`src/rtl/id_stage_pkg.sv`:
```
// Opcode/funct constants and operand-select encodings for the RV32I decode stage.
package id_stage_pkg;

    localparam int XLEN_DEF = 32;

    localparam logic [6:0] INST_TYPE_R_M = 7'b0110011;
    localparam logic [6:0] INST_TYPE_I   = 7'b0010011;
    localparam logic [6:0] INST_TYPE_L   = 7'b0000011;
    localparam logic [6:0] INST_TYPE_S   = 7'b0100011;
    localparam logic [6:0] INST_TYPE_B   = 7'b1100011;
    localparam logic [6:0] INST_JAL      = 7'b1101111;
    localparam logic [6:0] INST_JALR     = 7'b1100111;
    localparam logic [6:0] INST_LUI      = 7'b0110111;
    localparam logic [6:0] INST_AUIPC    = 7'b0010111;

    localparam logic [2:0] F3_ADD_SUB = 3'b000;
    localparam logic [2:0] F3_SLL     = 3'b001;
    localparam logic [2:0] F3_SR      = 3'b101;
    localparam logic [2:0] F3_LB      = 3'b000;
    localparam logic [2:0] F3_LH      = 3'b001;
    localparam logic [2:0] F3_LW      = 3'b010;
    localparam logic [2:0] F3_LBU     = 3'b100;
    localparam logic [2:0] F3_LHU     = 3'b101;
    localparam logic [2:0] F3_SB      = 3'b000;
    localparam logic [2:0] F3_SH      = 3'b001;
    localparam logic [2:0] F3_SW      = 3'b010;
    localparam logic [2:0] F3_JALR    = 3'b000;

    localparam logic [6:0] F7_BASE = 7'b0000000;
    localparam logic [6:0] F7_ALT  = 7'b0100000;

    typedef enum logic [1:0] {OP1_RS1, OP1_PC, OP1_ZERO} op1_sel_e;
    typedef enum logic [1:0] {OP2_RS2, OP2_IMM, OP2_FOUR, OP2_ZERO} op2_sel_e;

endpackage

```
`src/rtl/id_decode.sv`:
```
// Combinational RV32I decoder: immediate, operand selects, rd/wen, register use, illegal.
// Latency: 0 cycles (pure combinational).
// Backpressure: none; the enclosing stage owns the handshake.
module id_decode
    import id_stage_pkg::*;
#(
    parameter int XLEN    = XLEN_DEF,
    parameter int RADDR_W = 5
) (
    input  logic [31:0]        inst_i,
    output logic [XLEN-1:0]    imm_o,
    output op1_sel_e           op1_sel_o,
    output op2_sel_e           op2_sel_o,
    output logic               rs2v_rs1_o,
    output logic               uses_rs1_o,
    output logic               uses_rs2_o,
    output logic [RADDR_W-1:0] rd_addr_o,
    output logic               reg_wen_o,
    output logic               illegal_o
);
    logic [6:0]         opcode;
    logic [6:0]         funct7;
    logic [2:0]         funct3;
    logic [31:0]        imm_i, imm_s, imm_b, imm_u, imm_j, imm32;
    logic [RADDR_W-1:0] rd_raw;
    logic               writes;
    logic               legal;

    assign opcode = inst_i[6:0];
    assign funct3 = inst_i[14:12];
    assign funct7 = inst_i[31:25];
    assign rd_raw = inst_i[7 +: RADDR_W];

    assign imm_i = {{20{inst_i[31]}}, inst_i[31:20]};
    assign imm_s = {{20{inst_i[31]}}, inst_i[31:25], inst_i[11:7]};
    assign imm_b = {{19{inst_i[31]}}, inst_i[31], inst_i[7], inst_i[30:25], inst_i[11:8], 1'b0};
    assign imm_u = {inst_i[31:12], 12'b0};
    assign imm_j = {{11{inst_i[31]}}, inst_i[31], inst_i[19:12], inst_i[20], inst_i[30:21], 1'b0};

    always_comb begin
        imm32      = '0;
        op1_sel_o  = OP1_ZERO;
        op2_sel_o  = OP2_ZERO;
        rs2v_rs1_o = 1'b0;
        uses_rs1_o = 1'b0;
        uses_rs2_o = 1'b0;
        writes     = 1'b0;
        legal      = 1'b1;
        case (opcode)
            INST_TYPE_R_M: begin
                legal = (funct7 == F7_BASE) ||
                        ((funct7 == F7_ALT) && (funct3 == F3_ADD_SUB || funct3 == F3_SR));
                op1_sel_o = OP1_RS1; op2_sel_o = OP2_RS2;
                uses_rs1_o = 1'b1; uses_rs2_o = 1'b1; writes = 1'b1;
            end
            INST_TYPE_I: begin
                if (funct3 == F3_SLL)     legal = (funct7 == F7_BASE);
                else if (funct3 == F3_SR) legal = (funct7 == F7_BASE) || (funct7 == F7_ALT);
                imm32 = imm_i; op1_sel_o = OP1_RS1; op2_sel_o = OP2_IMM;
                uses_rs1_o = 1'b1; writes = 1'b1;
            end
            INST_TYPE_L: begin
                legal = funct3 inside {F3_LB, F3_LH, F3_LW, F3_LBU, F3_LHU};
                imm32 = imm_i; op1_sel_o = OP1_RS1; op2_sel_o = OP2_IMM;
                uses_rs1_o = 1'b1; writes = 1'b1;
            end
            INST_TYPE_S: begin
                legal = funct3 inside {F3_SB, F3_SH, F3_SW};
                imm32 = imm_s; op1_sel_o = OP1_RS1; op2_sel_o = OP2_IMM;
                uses_rs1_o = 1'b1; uses_rs2_o = 1'b1;
            end
            INST_TYPE_B: begin
                // funct3 010/011 are unassigned branch encodings
                legal = (funct3[2:1] != 2'b01);
                imm32 = imm_b; op1_sel_o = OP1_RS1; op2_sel_o = OP2_RS2;
                uses_rs1_o = 1'b1; uses_rs2_o = 1'b1;
            end
            INST_JAL: begin
                imm32 = imm_j; op1_sel_o = OP1_PC; op2_sel_o = OP2_FOUR; writes = 1'b1;
            end
            INST_JALR: begin
                legal = (funct3 == F3_JALR);
                imm32 = imm_i; op1_sel_o = OP1_PC; op2_sel_o = OP2_FOUR;
                rs2v_rs1_o = 1'b1; uses_rs1_o = 1'b1; writes = 1'b1;
            end
            INST_LUI: begin
                imm32 = imm_u; op1_sel_o = OP1_ZERO; op2_sel_o = OP2_IMM; writes = 1'b1;
            end
            INST_AUIPC: begin
                imm32 = imm_u; op1_sel_o = OP1_PC; op2_sel_o = OP2_IMM; writes = 1'b1;
            end
            default: legal = 1'b0;
        endcase
        if (!legal) begin
            op1_sel_o  = OP1_ZERO;
            op2_sel_o  = OP2_ZERO;
            rs2v_rs1_o = 1'b0;
            uses_rs1_o = 1'b0;
            uses_rs2_o = 1'b0;
            writes     = 1'b0;
        end
    end

    assign imm_o     = XLEN'($signed(imm32));
    assign illegal_o = !legal;
    assign reg_wen_o = writes && (rd_raw != '0);
    assign rd_addr_o = reg_wen_o ? rd_raw : '0;

endmodule

```
`src/rtl/id_stage.sv`:
```
// Registered RV32I decode stage with EX forwarding, load-use interlock, flush and optional skid.
// Latency: 1 cycle from accept to out_valid_o.
// Backpressure: output held while stalled; skid parks one beat so in_ready_o depends only on state.
module id_stage
    import id_stage_pkg::*;
#(
    parameter int XLEN    = XLEN_DEF,
    parameter int RADDR_W = 5,
    parameter bit SKID_EN = 1'b1
) (
    input  logic               clk,
    input  logic               rst,
    input  logic               in_valid_i,
    output logic               in_ready_o,
    input  logic [31:0]        inst_i,
    input  logic [XLEN-1:0]    inst_addr_i,
    output logic [RADDR_W-1:0] rs1_addr_o,
    output logic [RADDR_W-1:0] rs2_addr_o,
    input  logic [XLEN-1:0]    rs1_data_i,
    input  logic [XLEN-1:0]    rs2_data_i,
    input  logic [RADDR_W-1:0] ex_rd_addr_i,
    input  logic               ex_wen_i,
    input  logic               ex_load_i,
    input  logic [XLEN-1:0]    ex_result_i,
    input  logic               flush_i,
    output logic               out_valid_o,
    input  logic               out_ready_i,
    output logic [31:0]        inst_o,
    output logic [XLEN-1:0]    inst_addr_o,
    output logic [XLEN-1:0]    op1_o,
    output logic [XLEN-1:0]    op2_o,
    output logic [XLEN-1:0]    imm_o,
    output logic [XLEN-1:0]    rs2_val_o,
    output logic [RADDR_W-1:0] rd_addr_o,
    output logic               reg_wen_o,
    output logic               illegal_o
);
    typedef struct packed {
        logic [31:0]        inst;
        logic [XLEN-1:0]    addr;
        logic [XLEN-1:0]    op1;
        logic [XLEN-1:0]    op2;
        logic [XLEN-1:0]    imm;
        logic [XLEN-1:0]    rs2_val;
        logic [RADDR_W-1:0] rd;
        logic               wen;
        logic               illegal;
    } beat_t;

    logic [RADDR_W-1:0] rs1_addr, rs2_addr, dec_rd;
    logic [XLEN-1:0]    dec_imm, fwd1, fwd2;
    op1_sel_e           op1_sel;
    op2_sel_e           op2_sel;
    logic               rs2v_rs1, uses_rs1, uses_rs2, dec_wen, dec_illegal;
    logic               load_use, accept, out_free;
    logic               out_vld, skid_vld;
    beat_t              new_beat, out_q, skid_q;

    assign rs1_addr   = inst_i[15 +: RADDR_W];
    assign rs2_addr   = inst_i[20 +: RADDR_W];
    assign rs1_addr_o = rs1_addr;
    assign rs2_addr_o = rs2_addr;

    id_decode #(.XLEN(XLEN), .RADDR_W(RADDR_W)) u_decode (
        .inst_i     (inst_i),
        .imm_o      (dec_imm),
        .op1_sel_o  (op1_sel),
        .op2_sel_o  (op2_sel),
        .rs2v_rs1_o (rs2v_rs1),
        .uses_rs1_o (uses_rs1),
        .uses_rs2_o (uses_rs2),
        .rd_addr_o  (dec_rd),
        .reg_wen_o  (dec_wen),
        .illegal_o  (dec_illegal)
    );

    // A load in EX has no result yet, so it is never a forwarding source.
    assign fwd1 = (rs1_addr == '0) ? '0 :
                  (ex_wen_i && !ex_load_i && ex_rd_addr_i == rs1_addr) ? ex_result_i : rs1_data_i;
    assign fwd2 = (rs2_addr == '0) ? '0 :
                  (ex_wen_i && !ex_load_i && ex_rd_addr_i == rs2_addr) ? ex_result_i : rs2_data_i;

    assign load_use = ex_load_i && ex_wen_i && (ex_rd_addr_i != '0) &&
                      ((uses_rs1 && ex_rd_addr_i == rs1_addr) ||
                       (uses_rs2 && ex_rd_addr_i == rs2_addr));

    assign out_free   = !out_vld || out_ready_i;
    assign in_ready_o = (SKID_EN ? !skid_vld : out_free) && !load_use && !flush_i;
    assign accept     = in_valid_i && in_ready_o;

    always_comb begin
        new_beat         = '0;
        new_beat.inst    = inst_i;
        new_beat.addr    = inst_addr_i;
        new_beat.imm     = dec_imm;
        new_beat.rs2_val = rs2v_rs1 ? fwd1 : fwd2;
        new_beat.rd      = dec_rd;
        new_beat.wen     = dec_wen;
        new_beat.illegal = dec_illegal;
        case (op1_sel)
            OP1_RS1: new_beat.op1 = fwd1;
            OP1_PC:  new_beat.op1 = inst_addr_i;
            default: new_beat.op1 = '0;
        endcase
        case (op2_sel)
            OP2_RS2:  new_beat.op2 = fwd2;
            OP2_IMM:  new_beat.op2 = dec_imm;
            OP2_FOUR: new_beat.op2 = XLEN'(4);
            default:  new_beat.op2 = '0;
        endcase
    end

    // The skid is drained before new input is taken, so beat order is preserved.
    always_ff @(posedge clk or posedge rst) begin
        if (rst) begin
            out_vld  <= 1'b0;
            skid_vld <= 1'b0;
            out_q    <= '0;
            skid_q   <= '0;
        end else if (flush_i) begin
            out_vld  <= 1'b0;
            skid_vld <= 1'b0;
        end else if (out_free) begin
            if (skid_vld) begin
                out_q    <= skid_q;
                out_vld  <= 1'b1;
                skid_vld <= 1'b0;
            end else begin
                out_vld <= accept;
                if (accept) out_q <= new_beat;
            end
        end else if (SKID_EN && accept) begin
            skid_q   <= new_beat;
            skid_vld <= 1'b1;
        end
    end

    assign out_valid_o = out_vld;
    assign inst_o      = out_q.inst;
    assign inst_addr_o = out_q.addr;
    assign op1_o       = out_q.op1;
    assign op2_o       = out_q.op2;
    assign imm_o       = out_q.imm;
    assign rs2_val_o   = out_q.rs2_val;
    assign rd_addr_o   = out_q.rd;
    assign reg_wen_o   = out_q.wen;
    assign illegal_o   = out_q.illegal;

endmodule

```
`config.mk`:
```
export PLATFORM = sky130hd
export DESIGN_NAME = id_stage
export DESIGN_NICKNAME = d
export VERILOG_FILES = /design/src/rtl/id_stage_pkg.sv /design/src/rtl/id_decode.sv /design/src/rtl/id_stage.sv
export SDC_FILE = /design/constraint.sdc
export NUM_CORES = 1
export LEC_CHECK = 0
export ABC_AREA = 1
export CAP_MARGIN = 20
export CORE_ASPECT_RATIO = 1.25
export CORE_MARGIN = 3
export CORE_UTILIZATION = 42
export CTS_CLUSTER_DIAMETER = 30
export CTS_CLUSTER_SIZE = 28
export DETAILED_ROUTE_END_ITERATION = 16
export PLACE_DENSITY = 0.66
export SLEW_MARGIN = 25
export SYNTH_ARGS = -nofsm -noshare
export SYNTH_HDL_FRONTEND = slang
export SYNTH_SLANG_ARGS = --single-unit
```
`constraint.sdc`:
```
create_clock -name clk -period 19.82 [get_ports clk]
set_input_delay 3.964 -clock clk [delete_from_list [all_inputs] [get_ports clk]]
set_output_delay 3.964 -clock clk [all_outputs]
set_load 0.01 [all_outputs]
```
==> results_dict.tcl, run 1 <==
set metrics [dict create \
    finalSetupViolations 0 \
    synth_cells 2825 \
    cts_post_setup_buffers_inserted 0 \
    regToRegEndpoint "inst_addr_o[8]" \
    grt_pass1_wl_um 119600 \
    final_common_cell "nand2_1" \
    cpMostUsedCell "nand2_1" \
    root_buffer "clkbuf_16" \
    crit_fanout 34 \
    ys_types 32 \
    power_density_nw_per_um2 102.4 \
    reg2reg_setup_slack_ns 15.60 \
    io_buffers 382 \
    areaGrowthSynthToFinish_pct 33.72 \
    synth_top_area_cell "dfrtp_1" \
    worstPathRequired_ns 15.86 \
    grt_max_degree 139 \
    critPathSlowestCell "nand3b_2" \
    clk-insertion-delay-late_ns 0.64 \
    r2r-start "skid_vld" \
    synth_enable_flop_cells 0 \
    fmax_ghz 0.09420 \
    irDropWorstVdd_mv 0.07524 \
    routedWlPerCell_um 20.62 \
    grt_setup_unrepaired "false" \
    crit_path_cell_trace "clkdlybuf4s50_1 -> nand2_2 -> nor2_2 -> nand3b_2 -> nand2_1 -> nor2_1 -> nand3_2 -> nand2_1 -> nand2_1 -> nor2_1 -> clkdlybuf4s50_1" \
    synthArstFlopShare 1.000 \
    finalCriticalPeriod_ns 10.62 \
    grtUsageTotal 0.2984 \
    drc 0 \
    worst_ep_arrival_time_ns 6.65 \
    hold_end "skid_q[142]" \
    clock_sinks 400 \
    drtIter0Drc 2093 \
    core_um2 48650 \
    synthFlopType "dfrtp_1" \
    syn_avg_cell_area_um2 7.366 \
    gp_congestion 0.9472 \
    p_leak_nw 13.93 \
    cts_hold_buf 0 \
    hold_viol_final 0 \
    first_pass_iters 6 \
    cts_buffers 91 \
    yosysWarnings 0 \
    hp-class "reg2reg" \
    post-route-period-util 0.5356 \
    clk_path_buf_depth 3 \
    synth_top_cell_area_share 0.4810 \
    detail-route-antenna-nets 0 \
    min-delay-start "skid_q[142]" \
    grt_pass1_vias 20105 \
    synth-seq-cells 400 \
    instances_no_fill 3846 \
    critical_path.top_delay_family "simple AND/OR/NAND/NOR gates" \
    cap_violations 0 \
    grt_antenna_before_repair 1 \
    hold-path-cell-count 2 \
    synth_area_leaders "dfrtp_1 48%, nand2_1 22%, nand3_1 7.6%" \
    via_per_inst 5.395 \
    crit_path_max_incr_delay_ns 0.65 \
    synth_nets 2997 \
    die_w_um 205.1 \
    critPathBufInv 2 \
    clock_skew_ns 0.03283 \
    wl_um 79290 \
    grt_remaining_overflow 0 \
    layout_common_cells "1,196 x nand2_1, 399 x dfrtp_1, 382 x clkdlybuf4s50_1, 316 x nand3_1, 276 x o21ai_0" \
    ff2ff_path_depth 6 \
    place_ws_ns 9.230 \
    timing.final.ws_setup_ns 9.205 \
    seq_area_frac_synth 0.4810 \
    cp-end-kind "output pin" \
    dpl.cell_count 3675 \
    htree_num_levels 3 \
    nets 3296 \
    fin_tns_setup_ns 0 \
    start_kind "input pin" \
    relSlewSlack 0.2666 \
    crit_type "in2out" \
    vias 20750 \
    drive_above_1_share 0.07000 \
    rows 90 \
    die_y_um 254.9 \
    status "finished clean" \
    path_clk_slew_ns 0.05 \
    syn_area_um2 20810 \
    die-area_um2 52270 \
    worstMarginPinSlew_ns 1.099 \
    ios 383 \
    post_cts_resize_count 0 \
    start_util 0.4278 \
    finalMaxSlewViolations 0 \
    cts_tree "built" \
    place.detailed.hpwl_um 54630 \
]
[cell usage after synthesis (8+ instances only)]
master / instances
nand2_1: 1197
dfrtp_1: 400
nand3_1: 316
o21ai_0: 276
inv_1: 141
nor2_1: 101
clkbuf_1: 87
buf_2: 69
mux2i_1: 57
a21oi_1: 38
nand4_1: 38
buf_1: 19
buf_6: 14
buf_4: 11
o211ai_1: 8
[how the worst max path moves through the flow]
| stage | start | slack, ns | to | cells after the start |
|---|---|---|---|---|
| floorplan | rst | 4.73 | illegal_o | 1 |
| global placement | inst_i[1] | 9.22 | in_ready_o | 11 |
| detailed placement | inst_i[1] | 9.23 | in_ready_o | 11 |
| CTS | inst_i[1] | 9.21 | in_ready_o | 11 |
| global route | inst_i[12] | 9.01 | in_ready_o | 11 |
| finish | inst_i[1] | 9.20 | in_ready_o | 11 |
[cell type report]
cell class,count,area (µm²)
clock buffers,105,2431
repair buffers,406,4024
multi-input cells,2077,9289
clock inverters,64,686.9
fillers,4559,20820
well taps,644,805.8
diodes,2,5.005
inverters,148,570.5
flip-flops and latches,400,10010
[tightest hold or removal path, cell delays in order (launching register included)]
cell,delay (ns)
dfrtp_1,0.34
nand2_1,0.05
nand2_1,0.05
[where the power goes]
group	internal (mW)	total [mW]	leakage (nW)	switching [mW]
registers	0.919	0.971	5.27	0.0518
clock network	1.00	1.52	1.50	0.514
logic	0.161	0.361	7.16	0.200
total	2.08	2.85	13.9	0.765
[flip-flops by register name, summed over array words and instances (netlist names)]
signal / flops
inst_o: 32
op2_o: 32
reg_wen_o: 1
skid_vld: 1
rd_addr_o: 5
imm_o: 32
rs2_val_o: 32
op1_o: 32
out_valid_o: 1
illegal_o: 1
inst_addr_o: 32
skid_q: 199
[logic make-up (layout without fill, tap and decap cells)]
kind of cell,Yosys count,after routing,synth area share
simple gates,1672,1672,0.3297
flops,400,400,0.4810
buf+inv,348,723,0.07396
compound gates,340,340,0.08454
mux,57,57,0.02742
xor+xnor,8,8,0.003367
other cells,0,2,0
[routing by layer]
| metal | vias up | track usage | share of wire |
|---|---|---|---|
| met5 | - | 0 | 0 |
| met4 | 0 | 0.1508 | 0.054 |
| met3 | 170 | 0.06628 | 0.081 |
| met2 | 930 | 0.4847 | 0.47 |
| met1 | 9946 | 0.3768 | 0.39 |
| li1 | 9704 | - | - |
[stage by stage]
stage                     cell area [µm²]  hold slack [ns]  utilization  power (mW)
after floorplan                     20810           0.4416            -       1.144
after global placement              24690           0.4528       0.5075       1.334
after detailed placement            24690           0.4586       0.5076       1.342
after CTS                           27810           0.4702       0.5717       2.868
after global routing                27820           0.4923       0.5719       2.957
final                               27830           0.4681       0.5720       2.849
Note: power is estimated with default switching activity, not from simulation.
==> run 2: changes to the inputs <==
PLACE_DENSITY = 0.69   (was 0.66)
clock period = 9.1 ns   (was 19.82 ns; I/O delays follow)
==> results_dict.tcl, run 2 (synthesis results as in run 1) <==
set metrics [dict create \
    fmax_ghz 0.1582 \
    grt_pass1_wl_um 119300 \
    post-route-period-util 0.6946 \
    grt_setup_unrepaired "false" \
    grt_antenna_before_repair 1 \
    final_common_cell "nand2_1" \
    core_um2 48650 \
    regMostFlops "skid_q" \
    start_util 0.4278 \
    vias 20713 \
    gp_congestion 0.9256 \
    cts_buffers 84 \
    htree_num_levels 3 \
    irDropWorstVdd_mv 0.1206 \
    worst_ep_arrival_time_ns 4.50 \
    detail-route-antenna-nets 0 \
    dpl.cell_count 3677 \
    hp-class "reg2reg" \
    grt_remaining_overflow 0 \
    post_cts_resize_count 0 \
    cp-end-kind "output pin" \
    clock_skew_ns 0.02058 \
    power_density_nw_per_um2 222.1 \
    r2r-start "skid_vld" \
    crit_type "in2out" \
    hold-path-cell-count 2 \
    finalSetupViolations 0 \
    io_buffers 382 \
    layout_common_cells "1,196 x nand2_1, 399 x dfrtp_1, 382 x clkdlybuf4s50_1, 316 x nand3_1, 276 x o21ai_0" \
    finalCriticalPeriod_ns 6.321 \
    grt_pass1_vias 20064 \
    worstPathRequired_ns 7.28 \
    drive_above_1_share 0.06432 \
    die-area_um2 52270 \
    min-delay-start "skid_q[85]" \
    ios 383 \
    place.detailed.hpwl_um 54600 \
    clock_sinks 400 \
    fillers 4531 \
    cap_violations 0 \
    hold_end "skid_q[85]" \
    wl_um 79330 \
    root_buffer "clkbuf_16" \
    grt_max_degree 210 \
    instances_no_fill 3832 \
    cts_post_setup_buffers_inserted 0 \
    die_w_um 205.1 \
    first_pass_iters 9 \
    routedWlPerCell_um 20.70 \
    largest_reg_flops 199 \
    ff2ff_path_depth 6 \
    rows 90 \
    clk-insertion-delay-late_ns 0.62 \
    multi_input_area_um2 9285 \
    cts_tree "built" \
    areaGrowthSynthToFinish_pct 33.80 \
    drc 0 \
    worstMarginPinSlew_ns 1.044 \
    start_kind "input pin" \
    cts_hold_buf 0 \
    nets 3292 \
    hold_viol_final 0 \
    p_leak_nw 13.93 \
    crit_fanout 34 \
    drtIter0Drc 2068 \
    path_clk_slew_ns 0.05 \
    grtUsageTotal 0.2968 \
    die_y_um 254.9 \
    final-seq-area_um2 10010 \
    clk_path_buf_depth 3 \
    regToRegEndpoint "rs2_val_o[22]" \
    fin_tns_setup_ns 0 \
    power_mw 6.184 \
    relSlewSlack 0.2994 \
    via_per_inst 5.405 \
    status "finished clean" \
    reg2reg_setup_slack_ns 6.03 \
    finalMaxSlewViolations 0 \
]
[run 2: cell count changes in the layout (fill, tap and decap cells not counted), sizes merged]
cell | previous run | this run
clkbuf | 105 | 104
clkinv | 28 | 23
inv | 160 | 150
bufinv | 9 | 15
buf | 24 | 27
diode | 2 | 1
clkinvlp | 15 | 9
[run 2: layer usage]
layer / GRT usage / wire [µm] / vias up / part of all wire
met1: 0.3798 / 31810 / 10026 / 0.40
met2: 0.4913 / 38390 / 878 / 0.48
li1: - / - / 9665 / -
met4: 0.1323 / 3444 / 0 / 0.043
met3: 0.05737 / 5680 / 144 / 0.072
met5: 0 / 0 / - / 0
[run 2: worst max-delay path: stages]
cell	delay, ns
clkdlybuf4s50_1	0.58
nand2_2	0.13
nor2_2	0.22
nand3b_2	0.61
nand2_1	0.23
nor2_1	0.08
nand3_2	0.06
nand2_1	0.12
nand2_1	0.09
nor2_1	0.05
clkdlybuf4s50_1	0.49
[run 2: power by group]
| group | leakage, nW | internal, mW | switching, mW |
|---|---|---|---|
| clock | 1.47 | 2.21 | 1.07 |
| sequential | 5.27 | 2.00 | 0.114 |
| combinational | 7.19 | 0.354 | 0.438 |
| total | 13.9 | 4.57 | 1.62 |
[run 2: area by class of cell]
class / count / area share
Sequential cell: 400 / 0.3596
Clock inverter: 49 / 0.02863
Antenna cell: 1 / 0.00008988
Multi-Input combinational cell: 2077 / 0.3335
Tap cell: 644 / 0.02894
Clock buffer: 104 / 0.08143
Inverter: 148 / 0.02040
Timing Repair Buffer: 409 / 0.1474
[run 2: per-stage QoR]
stage / setup WS [ns] / util / hold slack (ns) / cell area, µm²
final: 2.779 / 0.5724 / 0.4674 / 27840
after global routing: 2.614 / 0.5724 / 0.4825 / 27840
after CTS: 2.733 / 0.5716 / 0.4696 / 27810
after detailed placement: 2.718 / 0.5086 / 0.4584 / 24740
after global placement: 2.795 / 0.5085 / 0.4523 / 24740
after floorplan: 1.894 / - / 0.4416 / 20810
[run 2: how the worst max path moves through the flow]
stage / cells past startpoint / startpoint / end / slack [ns]
after floorplan: 1 / rst / illegal_o / 1.89
after CTS: 11 / inst_i[1] / in_ready_o / 2.73
after detailed placement: 11 / inst_i[1] / in_ready_o / 2.72
final: 11 / inst_i[1] / in_ready_o / 2.78
after global routing: 11 / inst_i[13] / in_ready_o / 2.61
after global placement: 11 / inst_i[1] / in_ready_o / 2.79
